**src/rtl/wb_stream_loader.sv**
```systemverilog
// Byte-stream to Wishbone write master: packs bytes big-endian into 32-bit words
// and writes them to consecutive word addresses, one request outstanding at a time.
module wb_stream_loader #(
    parameter int ADDR_W  = 32,
    parameter int LEN_W   = 16,
    parameter int TIMEOUT = 255
) (
    input  logic              clk_i,
    input  logic              rst_ni,
    input  logic              start_i,
    input  logic              abort_i,
    input  logic [ADDR_W-1:0] base_i,
    input  logic [LEN_W-1:0]  len_i,
    input  logic [7:0]        in_data_i,
    input  logic              in_valid_i,
    output logic              in_ready_o,
    output logic              wb_cyc_o,
    output logic              wb_stb_o,
    output logic              wb_we_o,
    output logic [ADDR_W-1:0] wb_adr_o,
    output logic [3:0]        wb_sel_o,
    output logic [31:0]       wb_dat_o,
    input  logic              wb_ack_i,
    input  logic              wb_stall_i,
    output logic              wren_o,
    output logic              busy_o,
    output logic              done_o,
    output logic              err_o
);
    localparam int TMO_W = $clog2(TIMEOUT + 1);

    typedef enum logic [2:0] {S_IDLE, S_FILL, S_REQ, S_WAIT, S_DONE, S_ERR} state_t;

    state_t            r_state;
    logic [ADDR_W-1:0] r_adr;
    logic [LEN_W-1:0]  r_rem;
    logic [31:0]       r_word;
    logic [31:0]       r_dat;
    logic [1:0]        r_bcnt;
    logic [TMO_W-1:0]  r_tmo;
    logic              r_cyc;
    logic              r_stb;
    logic              r_ready;
    logic              r_wren;
    logic              r_busy;
    logic              r_done;
    logic              r_err;

    logic              w_ack;
    logic              w_tmo_hit;

    // A zero-wait slave may ack in the same cycle the strobe is accepted.
    assign w_ack     = ((r_state == S_REQ) && !wb_stall_i && wb_ack_i) ||
                       ((r_state == S_WAIT) && wb_ack_i);
    assign w_tmo_hit = (r_tmo == TMO_W'(TIMEOUT - 1));

    always_ff @(posedge clk_i or negedge rst_ni) begin
        if (!rst_ni) begin
            r_state <= S_IDLE;
            r_adr   <= '0;
            r_rem   <= '0;
            r_word  <= '0;
            r_dat   <= '0;
            r_bcnt  <= '0;
            r_tmo   <= '0;
            r_cyc   <= 1'b0;
            r_stb   <= 1'b0;
            r_ready <= 1'b0;
            r_wren  <= 1'b0;
            r_busy  <= 1'b0;
            r_done  <= 1'b0;
            r_err   <= 1'b0;
        end else if (abort_i && (r_state != S_IDLE)) begin
            r_state <= S_IDLE;
            r_bcnt  <= '0;
            r_cyc   <= 1'b0;
            r_stb   <= 1'b0;
            r_ready <= 1'b0;
            r_wren  <= 1'b0;
            r_busy  <= 1'b0;
            r_done  <= 1'b0;
        end else begin
            r_done <= 1'b0;
            case (r_state)
                S_IDLE: begin
                    if (start_i) begin
                        r_adr  <= base_i & ~ADDR_W'(3);
                        r_rem  <= len_i;
                        r_err  <= 1'b0;
                        r_bcnt <= '0;
                        r_busy <= 1'b1;
                        if (len_i == '0) begin
                            r_state <= S_DONE;
                            r_done  <= 1'b1;
                        end else begin
                            r_state <= S_FILL;
                            r_ready <= 1'b1;
                            r_wren  <= 1'b1;
                        end
                    end
                end
                S_FILL: begin
                    if (in_valid_i) begin
                        r_word <= {r_word[23:0], in_data_i};
                        r_bcnt <= r_bcnt + 2'd1;
                        if (r_bcnt == 2'd3) begin
                            r_dat   <= {r_word[23:0], in_data_i};
                            r_ready <= 1'b0;
                            r_cyc   <= 1'b1;
                            r_stb   <= 1'b1;
                            r_tmo   <= '0;
                            r_state <= S_REQ;
                        end
                    end
                end
                S_REQ, S_WAIT: begin
                    if (w_ack) begin
                        r_adr <= r_adr + ADDR_W'(4);
                        r_rem <= r_rem - LEN_W'(1);
                        r_cyc <= 1'b0;
                        r_stb <= 1'b0;
                        if (r_rem == LEN_W'(1)) begin
                            r_state <= S_DONE;
                            r_done  <= 1'b1;
                            r_wren  <= 1'b0;
                        end else begin
                            r_state <= S_FILL;
                            r_ready <= 1'b1;
                        end
                    end else if (w_tmo_hit) begin
                        r_state <= S_ERR;
                        r_cyc   <= 1'b0;
                        r_stb   <= 1'b0;
                        r_wren  <= 1'b0;
                        r_err   <= 1'b1;
                    end else begin
                        r_tmo <= r_tmo + TMO_W'(1);
                        if ((r_state == S_REQ) && !wb_stall_i) begin
                            r_stb   <= 1'b0;
                            r_state <= S_WAIT;
                        end
                    end
                end
                S_DONE, S_ERR: begin
                    r_state <= S_IDLE;
                    r_busy  <= 1'b0;
                end
                default: r_state <= S_IDLE;
            endcase
        end
    end

    assign in_ready_o = r_ready;
    assign wb_cyc_o   = r_cyc;
    assign wb_stb_o   = r_stb;
    assign wb_we_o    = r_cyc;
    assign wb_sel_o   = {4{r_cyc}};
    assign wb_adr_o   = r_adr;
    assign wb_dat_o   = r_dat;
    assign wren_o     = r_wren;
    assign busy_o     = r_busy;
    assign done_o     = r_done;
    assign err_o      = r_err;

endmodule

```
**config.mk**
```make
export PLATFORM = sky130hd
export DESIGN_NAME = wb_stream_loader
export DESIGN_NICKNAME = d
export VERILOG_FILES = /design/src/rtl/wb_stream_loader.sv
export SDC_FILE = /design/constraint.sdc
export NUM_CORES = 1
export LEC_CHECK = 0
export ABC_CLOCK_PERIOD_IN_PS = 2400
export BUFFER_PORTS_ARGS = -buffer_cell sky130_fd_sc_hd__buf_4
export CAP_MARGIN = 30
export CORE_MARGIN = 2
export CORE_UTILIZATION = 55
export CTS_BUF_LIST = sky130_fd_sc_hd__clkbuf_16
export DETAILED_ROUTE_END_ITERATION = 10
export PLACE_DENSITY = 0.81
export SYNTH_ARGS = -nofsm -noshare
export SYNTH_HDL_FRONTEND = slang
export SYNTH_SLANG_ARGS = --single-unit
```
**constraint.sdc**
```tcl
create_clock -name clk_i -period 2.4 [get_ports clk_i]
set_clock_uncertainty 0.15 [all_clocks]
set_input_delay 0.48 -clock clk_i [delete_from_list [all_inputs] [get_ports clk_i]]
set_output_delay 0.48 -clock clk_i [all_outputs]
set_load 0.005 [all_outputs]
```
==> flow_summary.ini, run 1 <==
[outcome]
run_status = finished clean

[setup_path]
cp_top_family = simple AND/OR/NAND/NOR gates
timing.critical_path.fanout_max = 7
crit_required_ns = 2.58
cp-end-kind = flip-flop
crit_buf_inv = 0
startpoint_class_of_the_critical_path = flip-flop
worstSetupPathType = reg2reg
cp_slowest_cell = dfrtp_1
worst-endpoint-arrival_ns = 2.38
crit_chain = ha_1 -> nand4_1 -> nor3_4 -> nand2_1 -> o211a_1 -> nor3_1
critical-path-max-stage-delay_ns = 0.44

[yosys]
largest_cells_by_area_after_synthesis = dfrtp_1, nand2_1, a21oi_1, mux2_2, o21ai_0
avgSynthCellArea_sq_um = 9.03
synth_edf_count = 0
postSynthRegisterBits = 122
synth_common_cells = nand2_1, dfrtp_1, a21oi_1, nor2_1, o21ai_0
cell_type_with_the_largest_total_area_after_synthesis = dfrtp_1
post_synth_num_cell_types = 62
synthesis.yosys.warnings = 0
synth.yosys.seq_area_share_pct = 48.4
synthesis.area_sq_mm = 0.00631
post-synth-top-count-cell = nand2_1
postSynthCellCount = 699
postSynth.asyncResetShare_pct = 100
synthFlopType = dfrtp_1
portion_of_synthesized_cell_area_occupied_by_the_leading_cell_type_pct = 48.4

[grt]
gr-usage-all-layers_pct = 27.4
first_global_vias = 5642
grt_pass1_wl_mm = 27.6
gr-total-overflow = 0
grt_max_degree = 82
antenna_found_initial = 0

[route]
detail_route.wirelength_mm = 16.5
routed-via-count = 5834
vias_per_cell = 5.93
drcViolationCount = 0
detail_route.iter0.violations = 578
drt-pass1-iter-count = 5
wire_per_inst_um = 16.7
drtAntennaViolNets = 0

[cts]
clk_pin_slew_worst_paths_ns = 0.07
clock_latency_of_the_later_clocked_register_in_the_worst_skew_pair_ns = 0.42
cts_buffers = 17
numClockSinks = 122
tritoncts_clock_tree = yes
clock_tree.root_cell = clkbuf_16
cts.path.max_buffers = 2
h-tree-depth = 4

[placement]
place_hpwl_mm = 11.0
port_buffers = 134
gpl.final_weighted_congestion = 0.885
post-place-cells = 948
placedInstanceArea_sq_mm = 0.00751

[die]
die_area_sq_mm = 0.0123
boundaryPins = 139
initial_core_util_pct = 55.8
die_h_um = 111
rows = 39
placeableCoreArea_sq_mm = 0.0113
die_width_um = 111

[power]
cellPowerDensity_mw_per_mm2 = 957
worst_ir_drop_vdd_mv = 0.535
cellLeakagePower_uw = 0.00382

[timing]
timing_hold_violations_final = 0
setup_tns_ns = 0
timing.hold.ws_ns = 0.109
unrepaired_setup_endpoints_after_global_routing = false
worst_pin_slew_ns = 0.565
finalSetupViolations = 0
post-route-min-period_ns = 2.20
final-max-slew-violation-count = 0
fmaxAchievable_mhz = 455
maxSlewHeadroom_pct = 62.3
post_route_clock_period_utilization_pct = 91.6

[finish]
area.growth.synth_to_final_pct = 29.0
post_layout_nonfiller_instances = 984
final_net_count = 897
num_antenna_cells = 0
final_design_area_no_fill_sq_mm = 0.00814
postLayoutCoreUtil_pct = 71.9
final_layout_size_suffix_gt1_share_pct = 27.3

[min_path]
worstHoldPathType = in2reg

[job]
drv_cap = 0
-- cells in the final DEF, fill, tap and decap left out, types with 5 or more instances in the layout --
cell type	synthesis	final
ha_1	6	6
a22oi_1	5	5
a2bb2oi_1	7	7
buf_4	11	151
or3_1	10	10
or4_1	5	5
dfrtp_1	122	122
nand2_1	136	136
nand3_1	22	22
and2_1	5	5
buf_12	0	7
inv_1	13	13
o22ai_1	14	14
nor2_1	52	52
nor4_1	12	12
o21ai_0	45	45
mux2_2	25	25
clkbuf_16	0	17
a21oi_1	60	60
nand4_1	11	11
and3_1	8	8
inv_6	0	6
nor3_1	15	15
a31oi_1	8	7
-- worst min-delay path, stage by stage --
cell	delay [ns]
buf_4	0.08
nand2_1	0.04
nand2_1	0.05
-- path summary, 6_finish.rpt --
kind                                      to  cells past startpoint  slack (ns)          from
worst max-delay path            wb_adr_o[24]                      6        0.20   wb_adr_o[2]
worst min-delay path             wb_dat_o[5]                      3        0.11  in_data_i[5]
worst max register to register  wb_adr_o[24]                      6        0.20   wb_adr_o[2]
worst min register to register  wb_dat_o[30]                      2        0.32    r_word[22]
max in group asynchronous         r_word[22]                      3        1.04        rst_ni
min in group asynchronous        wb_adr_o[2]                      2        0.40        rst_ni
-- sequential cells by signal (all words and copies together) (netlist names) --
signal,cells
wren_o,1
err_o,1
r_state,3
r_tmo,8
r_rem,16
wb_adr_o,30
wb_stb_o,1
wb_dat_o,32
wb_cyc_o,1
done_o,1
r_word,24
in_ready_o,1
busy_o,1
r_bcnt,2
-- layer usage --
layer	vias to the layer above	part of all wire, %	wire (um)	GRT usage [%]
li1	2758	-	-	-
met1	2838	43	7080	36.9
met2	213	49	8130	44.7
met3	25	5.8	961	5.69
met4	0	1.7	278	9.05
met5	-	0	0	0
-- cell families after synthesis --
kind of cell,after synthesis,share of synthesized area [%]
AO/OA/AOI/OAI,177,17.2
XOR/XNOR,1,0.139
adder cells (fa/ha/maj),6,1.19
buffers and inverters,64,4.84
flip-flops,122,48.4
multiplexers,27,4.78
other,1,0.0594
AND/OR/NAND/NOR,301,23.4
-- area by class of cell --
class	instances	area, sq um
inverters	14	52.6
fillers	829	3180
clock inverters	15	171
multi-input cells	514	2980
flip-flops and latches	122	3050
clock buffers	17	425
well taps	143	179
repair buffers	159	1280
-- where the power goes --
group	internal (uW)	switching, uW	leakage (uW)
sequential	2630	686	0.00153
combinational	1040	901	0.00200
clock	1400	1130	0.000293
total	5070	2720	0.00382
-- timing repair --
item | 4_1_cts | 5_1_grt
setup buffers | 0 | 3
gates resized for setup | 0 | 0
hold buffers | 1 | 0
hold endpoints to repair | 33 | 0
setup endpoints to repair | 0 | 1
-- metrics by stage --
stage | setup WS [ns] | total power (uW)
3_5_place_dp | 0.184 | 5230
5_1_grt | 0.00719 | 8190
2_1_floorplan | 0.445 | 4290
3_3_place_gp | 0.258 | 5100
6_report | 0.201 | 7790
4_1_cts | 0.155 | 7780
No activity file was read; power rests on OpenSTA's default activity.
==> run 2, diff against run 1 <==
Settings changed: CORE_ASPECT_RATIO set to 0.6, CORE_MARGIN 2 to 3, SETUP_SLACK_MARGIN set to 0.4.
==> run 2 against run 1 <==
  * Critical path depth increased by 2
  * Core utilization increased by 7.7 points
  * Critical path type unchanged
  * Register-to-register slack improved by 0.12 ns
  * Power increased by 6.2%
  * Count of clock-buffer cells in the layout unchanged
  * Critical endpoint is now r_rem[12]
==> flow_summary.ini, run 2 (synthesis results as in run 1) <==
[timing]
finalSetupViolations = 0
fmaxAchievable_mhz = 482
timing.hold.ws_ns = 0.114
unrepaired_setup_endpoints_after_global_routing = true
setup_tns_ns = 0
worst_pin_slew_ns = 0.536
post_route_clock_period_utilization_pct = 86.5
post-route-min-period_ns = 2.08
timing_hold_violations_final = 0
maxSlewHeadroom_pct = 63.9
final-max-slew-violation-count = 0

[finish]
most-common-layout-cells = buf_4, nand2_1, dfrtp_1
fill_cells = 663
area.growth.synth_to_final_pct = 37.2
num_antenna_cells = 0
final_net_count = 938
final_common_cell = buf_4
final_layout_size_suffix_gt1_share_pct = 35.0
post_layout_nonfiller_instances = 1021
largest_register_ffs = 32

[grt]
grt_pass1_wl_mm = 29.5
gr-usage-all-layers_pct = 29.3
gr-total-overflow = 0
grt_max_degree = 82
antenna_found_initial = 0
first_global_vias = 5829

[die]
die_width_um = 144
die_area_sq_mm = 0.0128
placeableCoreArea_sq_mm = 0.0109
rows = 29
initial_core_util_pct = 58.0
die_h_um = 89.0
boundaryPins = 139

[placement]
post-place-cells = 945
place_hpwl_mm = 12.1
gpl.final_weighted_congestion = 0.945
port_buffers = 134

[power]
p_switching_uw = 2880
worst_ir_drop_vdd_mv = 0.621
cellPowerDensity_mw_per_mm2 = 955
share_seq_of_total_power_pct = 41.5
clkPwrFrac_pct = 30.4
power.internal_uw = 5390
p_comb_share_pct = 28.1
post-layout-total-power_uw = 8270
cellLeakagePower_uw = 0.00402
switching_share_pct = 34.9

[route]
wire_per_inst_um = 19.9
top_layer_used = met4
vias_per_cell = 6.28
met3WireLength_mm = 1.92
drtAntennaViolNets = 0
met2RoutedLength_mm = 9.39
drt-pass1-iter-count = 5
detail_route.wirelength.met1_mm = 8.69
detail_route.wirelength_mm = 20.3
drcViolationCount = 0
routed-via-count = 6415
detail_route.iter0.violations = 626

[cts]
h-tree-depth = 4
clk_pin_slew_worst_paths_ns = 0.06
cts.path.max_buffers = 2
cts_buffers = 17
numClockSinks = 122
clock_latency_of_the_later_clocked_register_in_the_worst_skew_pair_ns = 0.42
clock_tree.root_cell = clkbuf_16
tritoncts_clock_tree = yes

[setup_path]
startpoint_class_of_the_critical_path = flip-flop
timing.reg2reg.worst_path_depth = 8
worstSetupPathType = reg2reg
crit_required_ns = 2.55
cp-end-kind = flip-flop
worst-endpoint-arrival_ns = 2.22
timing.critical_path.fanout_max = 5

[min_path]
worstHoldPathType = in2reg
worst_hold_path.num_cells = 3

[outcome]
run_status = finished clean

[job]
drv_cap = 0
==> run 2: per-stage QoR <==
stage | setup WS, ns | instance area [sq um] | util (%)
floorplan | 0.445 | 6320 | -
global placement | 0.148 | 7480 | 68.7
detailed placement | 0.100 | 7480 | 68.7
CTS | 0.379 | 8210 | 75.4
global route | 0.298 | 8660 | 79.6
finish | 0.324 | 8660 | 79.6
==> run 2: power groups by stage <==
stage / combinational, uW / sequential (uW) / clock (uW)
after floorplan: 1150 / 3140 / 0
after global placement: 1870 / 3270 / 0
after detailed placement: 1950 / 3320 / 0
after CTS: 2050 / 3330 / 2530
after global routing: 2520 / 3500 / 2640
final: 2330 / 3430 / 2510
==> run 2: what timing repair did <==
action / 4_1_cts / 5_1_grt
hold buffers: 1 / 0
pin swaps: 7 / 16
gates cloned: 0 / 4
gates resized for setup: 21 / 42
setup buffers: 10 / 29
endpoints found under the hold margin: 20 / 0
setup endpoints to repair: 52 / 75
==> run 2: area by class of cell <==
class	count	area (sq um)	area share, %
Tap cell	139	174	2.01
Timing Repair Buffer	198	1590	18.4
Clock buffer	17	425	4.91
Multi-Input combinational cell	516	3200	36.9
Inverter	14	52.6	0.607
Sequential cell	122	3070	35.4
Clock inverter	15	150	1.73
==> run 2: critical path: stages, from the launching register on <==
cell and delay, ns:
dfrtp_2 0.44, inv_1 0.09, ha_2 0.21, nor3b_4 0.22, buf_4 0.16, nand3_1 0.13, o31a_1 0.30, o21ai_1 0.15
o21ai_0 0.10
==> run 2: routing by layer <==
metal | vias to the layer above | global-route usage (%)
li1 | 2841 | -
met5 | - | 0
met1 | 3156 | 41.5
met2 | 382 | 44.8
met4 | 0 | 8.98
met3 | 36 | 7.48
==> run 2: final timing paths <==
kind | slack [ns] | end | from
max in group asynchronous | 1.12 | r_rem[0] | rst_ni
hold / removal | 0.11 | wb_dat_o[6] | in_data_i[6]
setup reg to reg | 0.32 | r_rem[12] | r_rem[0]
min in group asynchronous | 0.36 | wb_dat_o[23] | rst_ni
setup / recovery | 0.32 | r_rem[12] | r_rem[0]
hold reg to reg | 0.32 | wb_dat_o[30] | r_word[22]
==> run 3, diff against run 2 <==
Settings changed: CORE_ASPECT_RATIO 0.6 to 2, CORE_UTILIZATION 55 to 40, PLACE_DENSITY 0.81 to unset.
==> run 3 against run 2 <==
  * Count of clock-buffer cells in the layout did not move
  * Global-route usage down 7.7 points
  * Routed wire length decreased by 8.5%
  * Maximum frequency grew 6.3%
  * Power fell by 2.0%
  * Final cell count is 4.2% higher
  * Sequential share of layout area up 0.23 points
  * Non-clock buffer count fell by 13
  * First-iteration DRC count is 69% lower
  * Critical path depth shrank 1
  * Clock power rose by 4%
  * Core utilization fell by 24 points
  * Critical endpoint is now wb_adr_o[16]
  * Highest routed layer unchanged
==> flow_summary.ini, run 3 (synthesis results as in run 1) <==
[outcome]
run_status = finished clean

[timing]
timing.hold.ws_ns = 0.115
worst_slack_ns = 0.447
timing_hold_violations_final = 0
fmaxAchievable_mhz = 512
post_route_clock_period_utilization_pct = 81.4
maxSlewHeadroom_pct = 59.5
worst_pin_slew_ns = 0.605
setup_tns_ns = 0
finalSetupViolations = 0
final-max-slew-violation-count = 0
post-route-min-period_ns = 1.95
unrepaired_setup_endpoints_after_global_routing = true

[setup_path]
worstReg2RegStart = wb_adr_o[2]
startpoint = wb_adr_o[2]
cp_slowest_cell = dfrtp_2
critical-path-max-stage-delay_ns = 0.44
cp_top_family = simple AND/OR/NAND/NOR gates
crit_buf_inv = 1
worstSetupPathType = reg2reg
crit_required_ns = 2.52
regToRegEndpoint = wb_adr_o[16]
cp-end-kind = flip-flop
crit_chain = ha_4 -> nand4_1 -> nor3_4 -> buf_6 -> a21oi_1 -> o21ai_0 -> o21ai_1
timing.reg2reg.worst_path_depth = 7
startpoint_class_of_the_critical_path = flip-flop
timing.critical_path.fanout_max = 6
regToRegSetupSlack_ns = 0.45
worst-endpoint-arrival_ns = 2.07

[die]
die_area_sq_mm = 0.0174
placeableCoreArea_sq_mm = 0.0154
die_h_um = 184
initial_core_util_pct = 41.1
rows = 64
boundaryPins = 139
die_width_um = 94.8

[route]
wire_per_inst_um = 17.5
routed-via-count = 5941
drtAntennaViolNets = 0
detail_route.iter0.violations = 191
detail_route.wirelength_mm = 18.6
vias_per_cell = 5.58
drt-pass1-iter-count = 5
drcViolationCount = 0

[cts]
cts.path.max_buffers = 2
clock_latency_of_the_later_clocked_register_in_the_worst_skew_pair_ns = 0.41
tritoncts_clock_tree = yes
clk_pin_slew_worst_paths_ns = 0.06
cts_buffers = 17
clock_tree.root_cell = clkbuf_16
h-tree-depth = 4
numClockSinks = 122

[job]
drv_cap = 0

[finish]
final_common_cell = buf_4
area.growth.synth_to_final_pct = 36.4
final_layout_size_suffix_gt1_share_pct = 33.8
num_antenna_cells = 0
fill_cells = 1402
final_net_count = 924
largest_register_ffs = 32
most-common-layout-cells = buf_4, nand2_1, dfrtp_1

[grt]
grt_pass1_wl_mm = 29.5
grt_max_degree = 46
gr-total-overflow = 0
gr-usage-met1_pct = 23.5
gr-usage-all-layers_pct = 21.6
gr-max-usage-layer = met2
met3_layer_usage_reported_by_global_route_pct = 4.10
grtUsageMet2_pct = 39.8
antenna_found_initial = 0
first_global_vias = 5990

[min_path]
worstHoldPathType = in2reg
worst_hold_end = wb_dat_o[7]
hold_start = in_data_i[7]
worst_hold_path.num_cells = 3

[power]
worst_ir_drop_vdd_mv = 0.528
cellLeakagePower_uw = 0.00397
cellPowerDensity_mw_per_mm2 = 941

[placement]
place_hpwl_mm = 12.9
gpl.final_weighted_congestion = 0.882
port_buffers = 134
place_ws_ns = 0.211
==> run 3: cell types whose count changed in the layout (fill, tap and decap cells not counted), moves of 3 or more <==
cell,previous run,this run
o21ai_1,4,1
clkinvlp_4,5,1
buf_4,186,175
inv_1,12,15
a21oi_1,60,56
o21ai_0,40,44
a21oi_2,0,4
inv_6,3,0
==> run 3: metal layers <==
layer	routed length [um]	part of all wire (%)
met3	990	5.3
met2	10300	55
met5	0	0
met4	384	2.1
met1	6970	37
==> run 3: stage by stage <==
| step | area, sq um | instances | power (uW) | util (%) |
|---|---|---|---|---|
| after floorplan | 6320 | 700 | 4290 | - |
| after global placement | 7600 | 1009 | 5170 | 49.4 |
| after detailed placement | 7600 | 1009 | 5270 | 49.4 |
| after CTS | 8310 | 1047 | 7950 | 54.0 |
| after global routing | 8610 | 1064 | 8570 | 56.0 |
| final | 8610 | 1064 | 8100 | 56.0 |
==> run 3: how the worst max path moves through the flow <==
| stage | endpoint | slack (ns) | cells past startpoint |
|---|---|---|---|
| after floorplan | wb_adr_o[24] | 0.45 | 6 |
| after global placement | wb_adr_o[24] | 0.22 | 6 |
| after detailed placement | wb_adr_o[24] | 0.21 | 6 |
| after CTS | wb_adr_o[24] | 0.38 | 5 |
| after global routing | wb_adr_o[30] | 0.34 | 7 |
| final | wb_adr_o[16] | 0.45 | 7 |
==> run 3: where the power goes <==
part | internal [uW] | total, uW | switching (uW)
registers | 2650 | 3360 | 704
logic | 1160 | 2140 | 974
clock network | 1700 | 2610 | 910
total | 5510 | 8100 | 2590
==> run 3: cell type report <==
cell class / count / area, sq um / share of cell area [%]
multi-input cells: 515 / 3190 / 37.0
clock buffers: 17 / 425 / 4.94
clock inverters: 13 / 163 / 1.89
repair buffers: 185 / 1470 / 17.1
inverters: 14 / 52.6 / 0.610
flip-flops and latches: 122 / 3070 / 35.6
well taps: 198 / 248 / 2.88
==> run 3: what timing repair did <==
action,4_1_cts,5_1_grt
setup buffers,7,16
resized for setup,13,46
endpoints found under the hold margin,22,0
hold buffers,1,0
gates cloned,0,1
pin swaps,7,11
setup endpoints to repair,42,100
==> run 3: tightest hold or removal path, delay by kind of cell <==
kind	cells	cell delay [ns]
buffers and inverters	1	0.08
and+or+nand+nor	2	0.08
